==> src/rtl/floor_request_scheduler.sv <==
// == floor_request_scheduler: button debounce, SCAN target selection, valid/ready offer -- rev 1.0 ==
`default_nettype none

module floor_request_scheduler #(
  parameter int DEBOUNCE_CYCLES = 4
) (
  input  logic       clk,
  input  logic       reset,
  input  logic [3:0] btn,
  input  logic [1:0] current_level,
  input  logic       arrived,
  input  logic       target_ready,
  output logic       target_valid,
  output logic [1:0] target_floor,
  output logic       direction,
  output logic [3:0] pending
);

  localparam logic [7:0] DEB_LAST = 8'(DEBOUNCE_CYCLES - 1);

  typedef enum logic [1:0] {
    ST_IDLE  = 2'd0,
    ST_OFFER = 2'd1,
    ST_WAIT  = 2'd2
  } state_t;

  state_t     state_q, state_d;
  logic [3:0] deb_q, deb_d;
  logic [3:0] rise;
  logic [3:0] pending_q, pending_d;
  logic [1:0] tfloor_q, tfloor_d;
  logic       dir_q, dir_d;

  genvar gi;
  for (gi = 0; gi < 4; gi++) begin : g_deb
    logic [7:0] cnt_q, cnt_d;
    logic       differ, hit;

    assign differ     = (btn[gi] != deb_q[gi]);
    assign hit        = differ && (cnt_q == DEB_LAST);
    assign cnt_d      = (differ && !hit) ? cnt_q + 8'd1 : 8'd0;
    assign deb_d[gi]  = hit ? ~deb_q[gi] : deb_q[gi];
    assign rise[gi]   = hit & ~deb_q[gi];

    always_ff @(posedge clk) begin
      if (!reset) cnt_q <= 8'd0;
      else        cnt_q <= cnt_d;
    end
  end

  // An arrival clear overrides a debounced rise on the same floor.
  always_comb begin
    pending_d = pending_q | rise;
    if (arrived) pending_d[current_level] = 1'b0;
  end

  // Nearest pending floor above and below the current level.
  logic       up_hit, dn_hit;
  logic [1:0] up_floor, dn_floor;
  always_comb begin
    up_hit   = 1'b0;
    dn_hit   = 1'b0;
    up_floor = 2'd0;
    dn_floor = 2'd0;
    for (int i = 3; i >= 0; i--) begin
      if (pending_q[i] && (2'(i) > current_level)) begin
        up_hit   = 1'b1;
        up_floor = 2'(i);
      end
    end
    for (int i = 0; i < 4; i++) begin
      if (pending_q[i] && (2'(i) < current_level)) begin
        dn_hit   = 1'b1;
        dn_floor = 2'(i);
      end
    end
  end

  logic [1:0] sel_floor;
  logic       sel_dir;
  always_comb begin
    sel_floor = current_level;
    sel_dir   = dir_q;
    if (dir_q) begin
      if (up_hit)      begin sel_floor = up_floor; sel_dir = 1'b1; end
      else if (dn_hit) begin sel_floor = dn_floor; sel_dir = 1'b0; end
    end else begin
      if (dn_hit)      begin sel_floor = dn_floor; sel_dir = 1'b0; end
      else if (up_hit) begin sel_floor = up_floor; sel_dir = 1'b1; end
    end
  end

  always_comb begin
    state_d  = state_q;
    tfloor_d = tfloor_q;
    dir_d    = dir_q;
    case (state_q)
      ST_IDLE: begin
        if (|pending_q) begin
          state_d  = ST_OFFER;
          tfloor_d = sel_floor;
          dir_d    = sel_dir;
        end
      end
      ST_OFFER: if (target_ready) state_d = ST_WAIT;
      ST_WAIT:  if (arrived)      state_d = ST_IDLE;
      default:  state_d = ST_IDLE;
    endcase
  end

  always_ff @(posedge clk) begin
    if (!reset) begin
      state_q   <= ST_IDLE;
      deb_q     <= 4'd0;
      pending_q <= 4'd0;
      tfloor_q  <= 2'd0;
      dir_q     <= 1'b1;
    end else begin
      state_q   <= state_d;
      deb_q     <= deb_d;
      pending_q <= pending_d;
      tfloor_q  <= tfloor_d;
      dir_q     <= dir_d;
    end
  end

  assign target_valid = (state_q == ST_OFFER);
  assign target_floor = tfloor_q;
  assign direction    = dir_q;
  assign pending      = pending_q;

endmodule

`default_nettype wire

==> config.mk <==
export PLATFORM = sky130hd
export DESIGN_NAME = floor_request_scheduler
export DESIGN_NICKNAME = d
export VERILOG_FILES = /design/src/rtl/floor_request_scheduler.sv
export SDC_FILE = /design/constraint.sdc
export NUM_CORES = 1
export LEC_CHECK = 0
export ABC_AREA = 1
export BUFFER_PORTS_ARGS = -buffer_cell sky130_fd_sc_hd__buf_2
export CORE_MARGIN = 8
export CORE_UTILIZATION = 30
export DETAILED_ROUTE_END_ITERATION = 10
export GPL_ROUTABILITY_DRIVEN = 0
export PLACE_DENSITY = 0.57
export SLEW_MARGIN = 20
export SYNTH_ARGS = -nofsm -noshare
export SYNTH_HDL_FRONTEND = slang
export SYNTH_SLANG_ARGS = --single-unit
export TNS_END_PERCENT = 10
==> constraint.sdc <==
create_clock -name clk -period 3 [get_ports clk]
set_clock_uncertainty 0.15 [all_clocks]
set_input_delay 0.45 -clock clk [delete_from_list [all_inputs] [get_ports clk]]
set_output_delay 0.45 -clock clk [all_outputs]
set_load 0.005 [all_outputs]
-- Yosys cells after proc, flatten, opt, wreduce, memory -nomap -nowiden
Cells that the tools add are included.
- $add $sub $neg: 4
- $lt $le $gt $ge: 10
- equal/unequal tests: 13
- mux-type cells: 32
- bitwise operators: 11
- reductions and logical operators: 29
- operator list (cell ; number):
    $add A8 B1 Y8 const B ; 4
    $eq A8 B2 Y1 const B ; 4
    $mux W2 ; 14
    $logic_and A1 B1 Y1 ; 17
    $mux W1 ; 15
    $reduce_and A2 Y1 ; 5
    $ne A2 B2 Y1 const B ; 3
    $pmux W2 S3 ; 1
    $and A1 B1 Y1 ; 4
    $and A4 B4 Y4 ; 1
    $gt A1 B2 Y1 const A ; 2
    $gt A2 B2 Y1 const A ; 2
    $logic_not A1 Y1 ; 4
    $lt A1 B2 Y1 const A ; 2
    $lt A2 B2 Y1 const A ; 2
    $mux W4 ; 1
    $ne A1 B1 Y1 ; 4
    $not A1 Y1 ; 4
    $not A4 Y4 ; 1
    $or A4 B4 Y4 ; 1
    $reduce_or A4 Y1 ; 1
    $lt A2 B3 Y1 const B ; 1
    $reduce_and A3 Y1 ; 1
    $demux W1 S2 ; 1
    other kinds (4) ; 4
- register bits after elaboration: 45
- input bits: 10
- output and inout bits: 8
- word-level logic and storage cells: 111

-- Depth between registers and ports, before layout
- depth after elaboration: 9
- mapped depth: 9
- mapped depth without buffers: 9

-- Worst setup path before layout
Ideal clock, no wire load.
- path type: reg2reg
- from: reg g_deb[3].cnt_q[0]
- to: reg g_deb[3].cnt_q[6]
- library setup time: 0.124 ns
- arrival time: 1.085 ns
- data required time: 2.726 ns
- setup slack: 1.641 ns
- cell stages (with the launch flop): 7
- buffers on the path: 0
- period minus slack after synthesis: 1.359 ns
- path through: dfxtp_1 -> ha_1 -> nand2_1 -> nor3_1 -> nand2_1 -> nand3_1 -> nor2_1
- longest elaborated chain between the ends: 5
- elaborated cells between the ends (all ways): 6
- those cells by class: add/sub: 1; eq/ne: 1; reduce/logical: 4
- ends and longest elaborated chain (item ; RTL line ; RTL):
    from (decl) ; 36 ; logic [7:0] cnt_q, cnt_d;
    from (signal assigned) ; 47 ; else cnt_q <= cnt_d;
    branches (longest 5 deep; another with $add A8 B1 Y8) ; n/a ;
Parallel ways; which one is timed is not known.
A chain may end at the register's enable or synchronous reset.

-- Final worst setup path
- from: reg state_q[0]
- to: out target_valid
- longest elaborated chain between the ends: 1
- ends and longest elaborated chain (item ; RTL line ; RTL):
    from (decl) ; 27 ; state_t state_q, state_d;
    from (signal assigned) ; 119 ; state_q <= state_d;
    $eq A2 B1 Y1 ; 127 ; assign target_valid = (state_q == ST_OFFER);
    to (decl) ; 13 ; output logic target_valid,
Every way passes these cells.

==> results.md <==
* Status: completed
* Util after Layout at 0.348
* Post-CTS resize count at 0
* Ratio of final minimum period to clock period at 0.535
* WP data required at ~2.4 ns
* Met3 wire len at 263 um
* Synthesized area at approximately 2100 um^2
* Final WL at 4030 um
* Synth area leaders: dfxtp_1 (43%), inv_1 (8.3%), nand2_1 (8.1%), nor2_1 (6.8%), nand3_1 (6.7%)
* Cts hold-fix bufs at 0
* Min-Delay Startpoint: target_ready
* Total power at a little over 1 mW
* Post-synth ARST share at 0
* CTS tree: built
* Drt initial violations at 74
* DP Cell Count at about 380
* Pin count of the biggest net entering global routing at 15
* First-pass GRT wire length at slightly above 7000 um
* Setup TNS at 0 ns
* Die span in y at slightly below 100 um
* Setup crit end kind: primary output
* Peak Freq at 0.623 GHz
* Hold depth at 3
* Vias in the first global route at between 1500 and 2000
* Synth Warn # at 0
* WL met2 at roughly 1700 um
* Worst Path Max Fanout at 3
* Hold_ws at between 0.2 and 0.3 ns
* Multi-input logic area at approximately 1000 um^2
* Crit Reg-Reg Startpoint: g_deb[3].cnt_q[0]
* Post-place setup slack at between 1 and 1.5 ns
* FF+latch area at between 900 and 1000 um^2
* Unique masters post-synth at 26
* Diode count at 0
* Uppermost layer routed: met4
* DP HPWL at 3010 um
* Pre-antenna DRT Iters at 4
* Final setup vio count at 0
* Bufs on Longest Clock Path at 2
* Top-count cell post-synth: inv_1
* Mapped Avg Cell Area at ~7.3 um^2
* Std cell rows at 30
* CTS buffer count at 5
* Setup Buffers After CTS at 0
* Hold Fails Final Rpt at 0
* Finished Layout Cells at around 390
* Synthesized flop and latch total at 45
* Sequential element share of the synthesized area at 0.432
* Congestion Overflow GR at 0
* IO buf count at 17
* Vias/cell at 4.51
* Clk_lat worst skew at about 0.29 ns
* Die span in x at a little under 100 um
* Fillers at 703
* Unrepaired setup endpoints after global routing: no
* Post-synth EDFFs at 0
* Core area at 6760 um^2
* Post-route ant nets at 0
* Drt drc at 0
* Post-Syn Nets at between 200 and 300
* Post-DP Area at 2260 um^2
* Share of cells above drive strength 1 at 0.130
* Top-area cell type share of the netlist area at 0.432
* Lkg Pwr at ~0.96 nW
* Final Net Count at between 300 and 400
* Die area at 9870 um^2
* Top-Level Pins at 18
* Worst slew margin at 0.779
* CTS Sinks at 45
* Design Area, Final at ~2400 um^2
* Worst slew pin tran at around 0.33 ns
* Maximum vdd drop at roughly 0.00014 V
* R2R depth at 6
* Total track usage at 0.0878
* Startpoint Class: register
* H-tree depth at 2
* Clk slew on worst S/H paths at ~0.080 ns
* Min Tclk post-route at between 1.5 and 2 ns
* Slew Viols, Final at 0
* M1 WL at 1940 um
* Initial antenna violation count at 0
* Max-capacitance violation count at 0
* Drt wl/cell at 10.4 um
* Post-Synthesis Cells at roughly 290
* Layout area overhead at 12.8%
* Pwr dens at 442 nW/um^2
* Starting Density at 0.309
* Via count at between 1500 and 2000
* Synth cell count leaders: inv_1 (46), dfxtp_1 (45), nand2_1 (45)
* Crit path DAT at between 1 and 1.5 ns
* Synth area leader: dfxtp_1
* CP Class: reg2out
* Worst hold path class: in2reg
* Final worst slack at 1.39 ns
* Worst Setup SP: state_q[0]
* CTS root buffer: clkbuf_8
* Top FF cell, synth: dfxtp_1
-- placed cells by master, fill, tap and decap left out, types with 2 or more instances in the layout --
master / Yosys / routed
o31ai_1: 3 / 3
o21ai_0: 9 / 9
inv_1: 46 / 46
a21oi_1: 21 / 21
nand2_1: 45 / 45
nand3_1: 28 / 28
ha_1: 4 / 4
nand3_2: 2 / 2
nand4_1: 4 / 4
clkbuf_8: 0 / 6
nor3_1: 7 / 7
or2_2: 3 / 3
buf_2: 1 / 17
xnor2_1: 4 / 4
inv_2: 2 / 2
nand2_2: 5 / 5
nor2_1: 38 / 38
dfxtp_1: 45 / 45
xor2_1: 10 / 10
-- power by group --
part	internal, mW	total [mW]	switching, mW
clock network	0.183	0.371	0.188
registers	0.605	0.612	0.00618
logic	0.0195	0.0563	0.0368
total	0.808	1.04	0.231
-- state kept, by name (all words and copies together) (netlist names) --
name,cells
deb_q,4
direction,1
g_deb.cnt_q,32
pending,4
state_q,2
target_floor,2
-- final timing paths --
path | end | slack (ns)
worst min register to register | g_deb[3].cnt_q[0] | 0.30
worst min-delay path | state_q[1] | 0.28
worst max-delay path | target_valid | 1.39
worst max register to register | g_deb[3].cnt_q[6] | 1.43
-- cells by family after synthesis --
group / after synthesis / synth area share
and+or+nand+nor: 137 / 0.302
buffers and inverters: 49 / 0.0888
DFF: 45 / 0.432
AOI/OAI and AO/OA: 36 / 0.0942
xor gates and xnor gates: 14 / 0.0588
adders and majority gates: 4 / 0.0240
-- critical path, cell delays in order, from the launching register on --
cell     delay (ns)
dfxtp_1        0.31
inv_1          0.06
nor2_1         0.19
buf_2          0.16
-- per-layer routing --
metal  up-vias  track usage
li1        950            -
met1       761       0.0969
met2        29        0.143
met3         9       0.0335
met4         0       0.0477
met5         -            0
-- final cells by class --
type                            count  area share
Multi-Input combinational cell    191       0.425
Inverter                           48      0.0766
Clock buffer                        7      0.0367
Timing Repair Buffer               17      0.0362
Sequential cell                    45       0.383
Tap cell                           80      0.0426
(Power assumes the default switching activity.)
